[config.mk]
export PLATFORM = sky130hd
export DESIGN_NAME = qam_rx_downsampler
export DESIGN_NICKNAME = d
export VERILOG_FILES = /design/src/rtl/qam_rx_pkg.sv /design/src/rtl/qam_sym_fifo.sv /design/src/rtl/qam_rx_downsampler.sv
export SDC_FILE = /design/constraint.sdc
export NUM_CORES = 1
export LEC_CHECK = 0
export CORE_UTILIZATION = 47
export DETAILED_ROUTE_END_ITERATION = 10
export GPL_TIMING_DRIVEN = 1
export PLACE_DENSITY = 0.72
export SKIP_LAST_GASP = 1
export SYNTH_ARGS = -nofsm -noshare
export SYNTH_HDL_FRONTEND = slang
export SYNTH_HIERARCHICAL = 1
export SYNTH_SLANG_ARGS = --single-unit
export TNS_END_PERCENT = 20
[constraint.sdc]
create_clock -name clk -period 3.1 [get_ports clk]
set_input_delay 0.31 -clock clk [delete_from_list [all_inputs] [get_ports clk]]
set_output_delay 0.31 -clock clk [all_outputs]
set_load 0.01 [all_outputs]
[src/rtl/qam_rx_pkg.sv]
// Shared defaults and types for the QAM receive decimation path.
package qam_rx_pkg;

  localparam int unsigned DEF_DATA_W     = 4;
  localparam int unsigned DEF_OSR        = 4;
  localparam int unsigned DEF_FIFO_DEPTH = 4;

  typedef enum logic [0:0] {
    IDLE = 1'b0,
    RUN  = 1'b1
  } state_t;

  typedef struct packed {
    logic [DEF_DATA_W-1:0] i;
    logic [DEF_DATA_W-1:0] q;
  } iq_sample_t;

endpackage

[src/rtl/qam_sym_fifo.sv]
// Synchronous symbol FIFO with a register-array head and wrap-around occupancy counters.
module qam_sym_fifo #(
  parameter int unsigned WIDTH = 8,
  parameter int unsigned DEPTH = 4
) (
  input  logic                    clk,
  input  logic                    rst,
  input  logic                    push,
  input  logic                    pop,
  input  logic [WIDTH-1:0]        wdata,
  output logic [WIDTH-1:0]        rdata,
  output logic                    full,
  output logic                    empty,
  output logic [$clog2(DEPTH):0]  level
);

  localparam int unsigned AW = $clog2(DEPTH);
  localparam logic [AW:0] FULL_LVL = (AW+1)'(DEPTH);
  localparam logic [AW:0] ONE      = (AW+1)'(1);

  logic [WIDTH-1:0] mem [DEPTH];
  logic [AW:0]      wr_cnt;
  logic [AW:0]      rd_cnt;
  logic             do_pop;
  logic             do_push;

  // A push into a full FIFO still lands when a pop frees a slot in the same cycle.
  always_comb begin
    level   = wr_cnt - rd_cnt;
    full    = (level == FULL_LVL);
    empty   = (level == '0);
    do_pop  = pop && !empty;
    do_push = push && (!full || do_pop);
  end

  always_ff @(posedge clk) begin
    if (rst) begin
      wr_cnt <= '0;
      rd_cnt <= '0;
      mem    <= '{default: '0};
    end else begin
      if (do_push) begin
        mem[wr_cnt[AW-1:0]] <= wdata;
        wr_cnt              <= wr_cnt + ONE;
      end
      if (do_pop) begin
        rd_cnt <= rd_cnt + ONE;
      end
    end
  end

  assign rdata = mem[rd_cnt[AW-1:0]];

endmodule

[src/rtl/qam_rx_downsampler.sv]
// Oversampled I/Q input pipeline, phase-selectable decimator and buffered symbol output.
module qam_rx_downsampler
  import qam_rx_pkg::*;
#(
  parameter int unsigned DATA_W     = DEF_DATA_W,
  parameter int unsigned OSR        = DEF_OSR,
  parameter int unsigned FIFO_DEPTH = DEF_FIFO_DEPTH
) (
  input  logic                          clk,
  input  logic                          rst,
  input  logic                          in_valid,
  input  logic [DATA_W-1:0]             in_i,
  input  logic [DATA_W-1:0]             in_q,
  input  logic                          phase_load,
  input  logic [$clog2(OSR)-1:0]        phase_sel,
  input  logic                          clr_ovf,
  output logic                          sym_valid,
  input  logic                          sym_ready,
  output logic [DATA_W-1:0]             sym_i,
  output logic [DATA_W-1:0]             sym_q,
  output logic [$clog2(FIFO_DEPTH):0]   fifo_level,
  output logic                          overflow
);

  localparam int unsigned PW   = $clog2(OSR);
  localparam logic [PW-1:0] LAST = PW'(OSR - 1);
  localparam logic [PW-1:0] STEP = PW'(1);

  logic              s1_valid;
  logic              s2_valid;
  logic [DATA_W-1:0] s1_i;
  logic [DATA_W-1:0] s1_q;
  logic [DATA_W-1:0] s2_i;
  logic [DATA_W-1:0] s2_q;
  state_t            state;
  logic [PW-1:0]     cnt;
  logic [PW-1:0]     phase_reg;
  logic              sel_push;
  logic              fifo_full;
  logic              fifo_empty;
  logic [2*DATA_W-1:0] head;

  always_ff @(posedge clk) begin
    if (rst) begin
      s1_valid <= 1'b0;
      s2_valid <= 1'b0;
      s1_i     <= '0;
      s1_q     <= '0;
      s2_i     <= '0;
      s2_q     <= '0;
    end else begin
      s1_valid <= in_valid && !phase_load;
      s2_valid <= s1_valid && !phase_load;
      s1_i     <= in_i;
      s1_q     <= in_q;
      s2_i     <= s1_i;
      s2_q     <= s1_q;
    end
  end

  // IDLE keeps cnt at 0, so the first post-flush sample is compared as count 0.
  always_ff @(posedge clk) begin
    if (rst) begin
      state     <= IDLE;
      cnt       <= '0;
      phase_reg <= '0;
    end else if (phase_load) begin
      state     <= IDLE;
      cnt       <= '0;
      phase_reg <= (phase_sel > LAST) ? LAST : phase_sel;
    end else if (s2_valid) begin
      case (state)
        IDLE: begin
          state <= RUN;
          cnt   <= STEP;
        end
        RUN: begin
          cnt <= (cnt == LAST) ? '0 : cnt + STEP;
        end
        default: begin
          state <= IDLE;
          cnt   <= '0;
        end
      endcase
    end
  end

  // The sample sitting in stage2 on a reload edge is in flight and is discarded.
  assign sel_push = s2_valid && !phase_load && (cnt == phase_reg);

  always_ff @(posedge clk) begin
    if (rst) begin
      overflow <= 1'b0;
    end else if (sel_push && fifo_full && !sym_ready) begin
      overflow <= 1'b1;
    end else if (clr_ovf) begin
      overflow <= 1'b0;
    end
  end

  qam_sym_fifo #(
    .WIDTH (2*DATA_W),
    .DEPTH (FIFO_DEPTH)
  ) u_fifo (
    .clk   (clk),
    .rst   (rst),
    .push  (sel_push),
    .pop   (sym_ready),
    .wdata ({s2_i, s2_q}),
    .rdata (head),
    .full  (fifo_full),
    .empty (fifo_empty),
    .level (fifo_level)
  );

  assign sym_valid = !fifo_empty;
  assign sym_i     = head[2*DATA_W-1:DATA_W];
  assign sym_q     = head[DATA_W-1:0];

endmodule
==> impl_metrics.py, run 1 <==
metrics = {
    "global_routing": {
        "grt_pass1_wl_mm": 8.238,
        "antenna_found_initial": 0,
        "grt_overflow_total": 0,
        "grt_max_degree": 46,
        "track_usage_pct": 18.32,
        "grt_pass1_vias": 1758,
    },
    "cells_and_area": {
        "fin_area_um2": 3174,
        "regArea_um2": 1241,
        "drive_above_1_share_pct": 12.59,
        "syn_to_final_growth_pct": 22.32,
        "num-fill-cells": 439,
        "num-nets-final": 297,
        "multi_input_area_um2": 1281,
        "regMostFlops": "u_fifo/mem",
        "largest_reg_flops": 32,
        "antenna_cells": 0,
    },
    "timing": {
        "rsz0062_at_grt": "no",
        "fmax_ghz": 0.3545,
        "finalHoldViolations": 0,
        "skew_ps": 12.29,
        "fin_crit_ps": 2821,
        "drv_slew": 0,
        "setup_viol": 0,
        "fin_setup_tns_ps": 0,
        "slew_headroom_pct": 51.58,
        "tightest_slew_ps": 725.2,
        "timing.final.crit_share_pct": 90.99,
    },
    "setup_path": {
        "critPathCaptureType": "output port",
        "crit_fanout": 7,
        "cp.arrival_ps": 2510,
        "cp-start-kind": "flip-flop",
        "required_ps": 2790,
        "critical_path_class": "reg -> out",
    },
    "die": {
        "die_x_um": 76.31,
        "dieArea_um2": 5822,
        "rows": 26,
        "top_level_ports": 29,
        "die_y_um": 76.31,
        "core_area_um2": 5205,
        "initial_core_util_pct": 49.86,
    },
    "synth": {
        "ys_async_sr_fraction_pct": 0,
        "syn_area_um2": 2595,
        "synth-seq-area-share_pct": 47.83,
        "synthTopCellsByArea": "dfxtp_1, mux2i_1, mux4_2",
        "syn-num-nets": 263,
        "synthFlopType": "dfxtp_1",
        "yosysTopAreaCell": "dfxtp_1",
        "yosys-top-cells-count": "dfxtp_1, nand2_1, mux2i_1, nor2b_1",
        "synth_cell_types": 39,
        "synth_enable_flop_cells": 0,
        "synth-seq-cells": 62,
        "yosysTopAreaCellShare_pct": 47.83,
        "syn_inst": 239,
        "yosysWarnings": 6,
        "synth_most_common_cell": "dfxtp_1",
        "syn_avg_cell_area_um2": 10.86,
    },
    "clock_tree": {
        "cts_resized": 0,
        "cts_tree": "built",
        "clock_latency_ps": 330,
        "cts.sinks": 62,
        "ctsHtreeMaxLevel": 3,
        "clkTransAtPathRegs_ps": 60,
        "postCtsSetupBuffers": 0,
        "numCtsBuffers": 9,
        "clock_path_buffers": 2,
        "cts_root_buf": "clkbuf_8",
        "ctsHoldBuffers": 0,
    },
    "job": {
        "cap_violations": 0,
    },
    "run_status": {
        "status": "finished clean",
    },
    "placement": {
        "gp_congestion": 0.7977,
        "dp_hpwl_mm": 3.145,
        "dpl_cell_area_um2": 2958,
        "io_buffers": 28,
    },
    "detailed_routing": {
        "wl_per_cell_um": 13.79,
        "first_iter_violations": 79,
        "dr.pass1.iters": 4,
        "routed_wl_mm": 4.798,
        "drc": 0,
        "vias_per_cell": 4.997,
        "vias": 1739,
        "antenna_left": 0,
    },
    "power": {
        "p_leak_nw": 1.362,
        "power_density_nw_per_um2": 620.5,
        "ir_drop_mv": 0.3437,
    },
    "min_path": {
        "hold_path.class": "reg -> reg",
    },
}
## report_power, final
group	internal [mW]	total, mW	switching (mW)
clock network	0.476	0.769	0.293
registers	0.818	0.829	0.0110
logic	0.174	0.372	0.199
## cell type report
type	instances	share of cell area (%)
Clock buffer	13	4.691
Clock inverter	3	2.129
Sequential cell	62	39.10
Inverter	8	0.9460
Tap cell	70	2.759
Multi-Input combinational cell	159	40.36
Timing Repair Buffer	33	10.01
## through the flow
stage,std cells,power [mW],hold slack [ps],utilization [%],worst slack (ps)
detailed placement,332,1.217,419.9,56.83,633.6
global placement,332,1.215,412.1,56.83,662.8
global route,348,2.050,454.7,60.99,174.6
floorplan,239,1.079,405.7,-,913.6
finish,348,1.969,436.6,60.99,279.2
CTS,348,1.984,437.1,60.99,264.3
## cell families after synthesis
| family | share of synthesized area (%) |
|---|---|
| adder cells (fa/ha/maj) | 4.146 |
| flip-flops | 47.83 |
| multiplexers | 22.13 |
| XOR/XNOR | 1.591 |
| buffers and inverters | 2.797 |
| AND/OR/NAND/NOR | 16.06 |
| AO/OA/AOI/OAI | 5.448 |
## worst paths after layout
kind	from	endpoint	slack, ps	depth (start not counted)
setup / recovery	u_fifo/wr_cnt[0]	sym_valid	280	8
hold / removal	s1_i[0]	s2_i[0]	440	1
setup reg to reg	u_fifo/wr_cnt[0]	u_fifo/wr_cnt[2]	710	7
hold reg to reg	s1_i[0]	s2_i[0]	440	1
## placed cells by master (no fill, tap or decap), types with 2 or more instances in the layout
master / count
a21boi_1: 2
mux2i_1: 36
inv_2: 2
clkbuf_8: 10
o211ai_1: 3
and2_1: 4
or3b_1: 2
nor2_1: 8
and2b_1: 3
clkbuf_1: 3
ha_1: 7
nand2_1: 45
nand2b_1: 2
buf_4: 5
mux4_2: 8
xor2_1: 2
o21a_1: 2
dfxtp_1: 62
mux2_1: 2
nor2b_1: 15
inv_1: 6
bufinv_16: 2
clkdlybuf4s50_1: 28
## worst max-delay path, stage by stage (launching register included)
cell and delay [ps]:
dfxtp_1 380, inv_1 110, ha_1 220, fa_1 370
xnor3_2 320, inv_2 150, nor2_1 80, inv_1 50
clkdlybuf4s50_1 520
## metal layers
metal  vias up  GRT usage (%)  wire, µm
met5         -              0         0
met4         0          10.38        47
met3         4          3.952       111
met2        29          30.81      2351
met1       828          21.59      2287
li1        878              -         -
(Power assumes the default switching activity.)
==> run 2: changes to the inputs <==
Settings changed: SLEW_MARGIN set to 20.
==> results of run 2 <==
The final DEF is identical to that of run 1; final timing and power are the same.
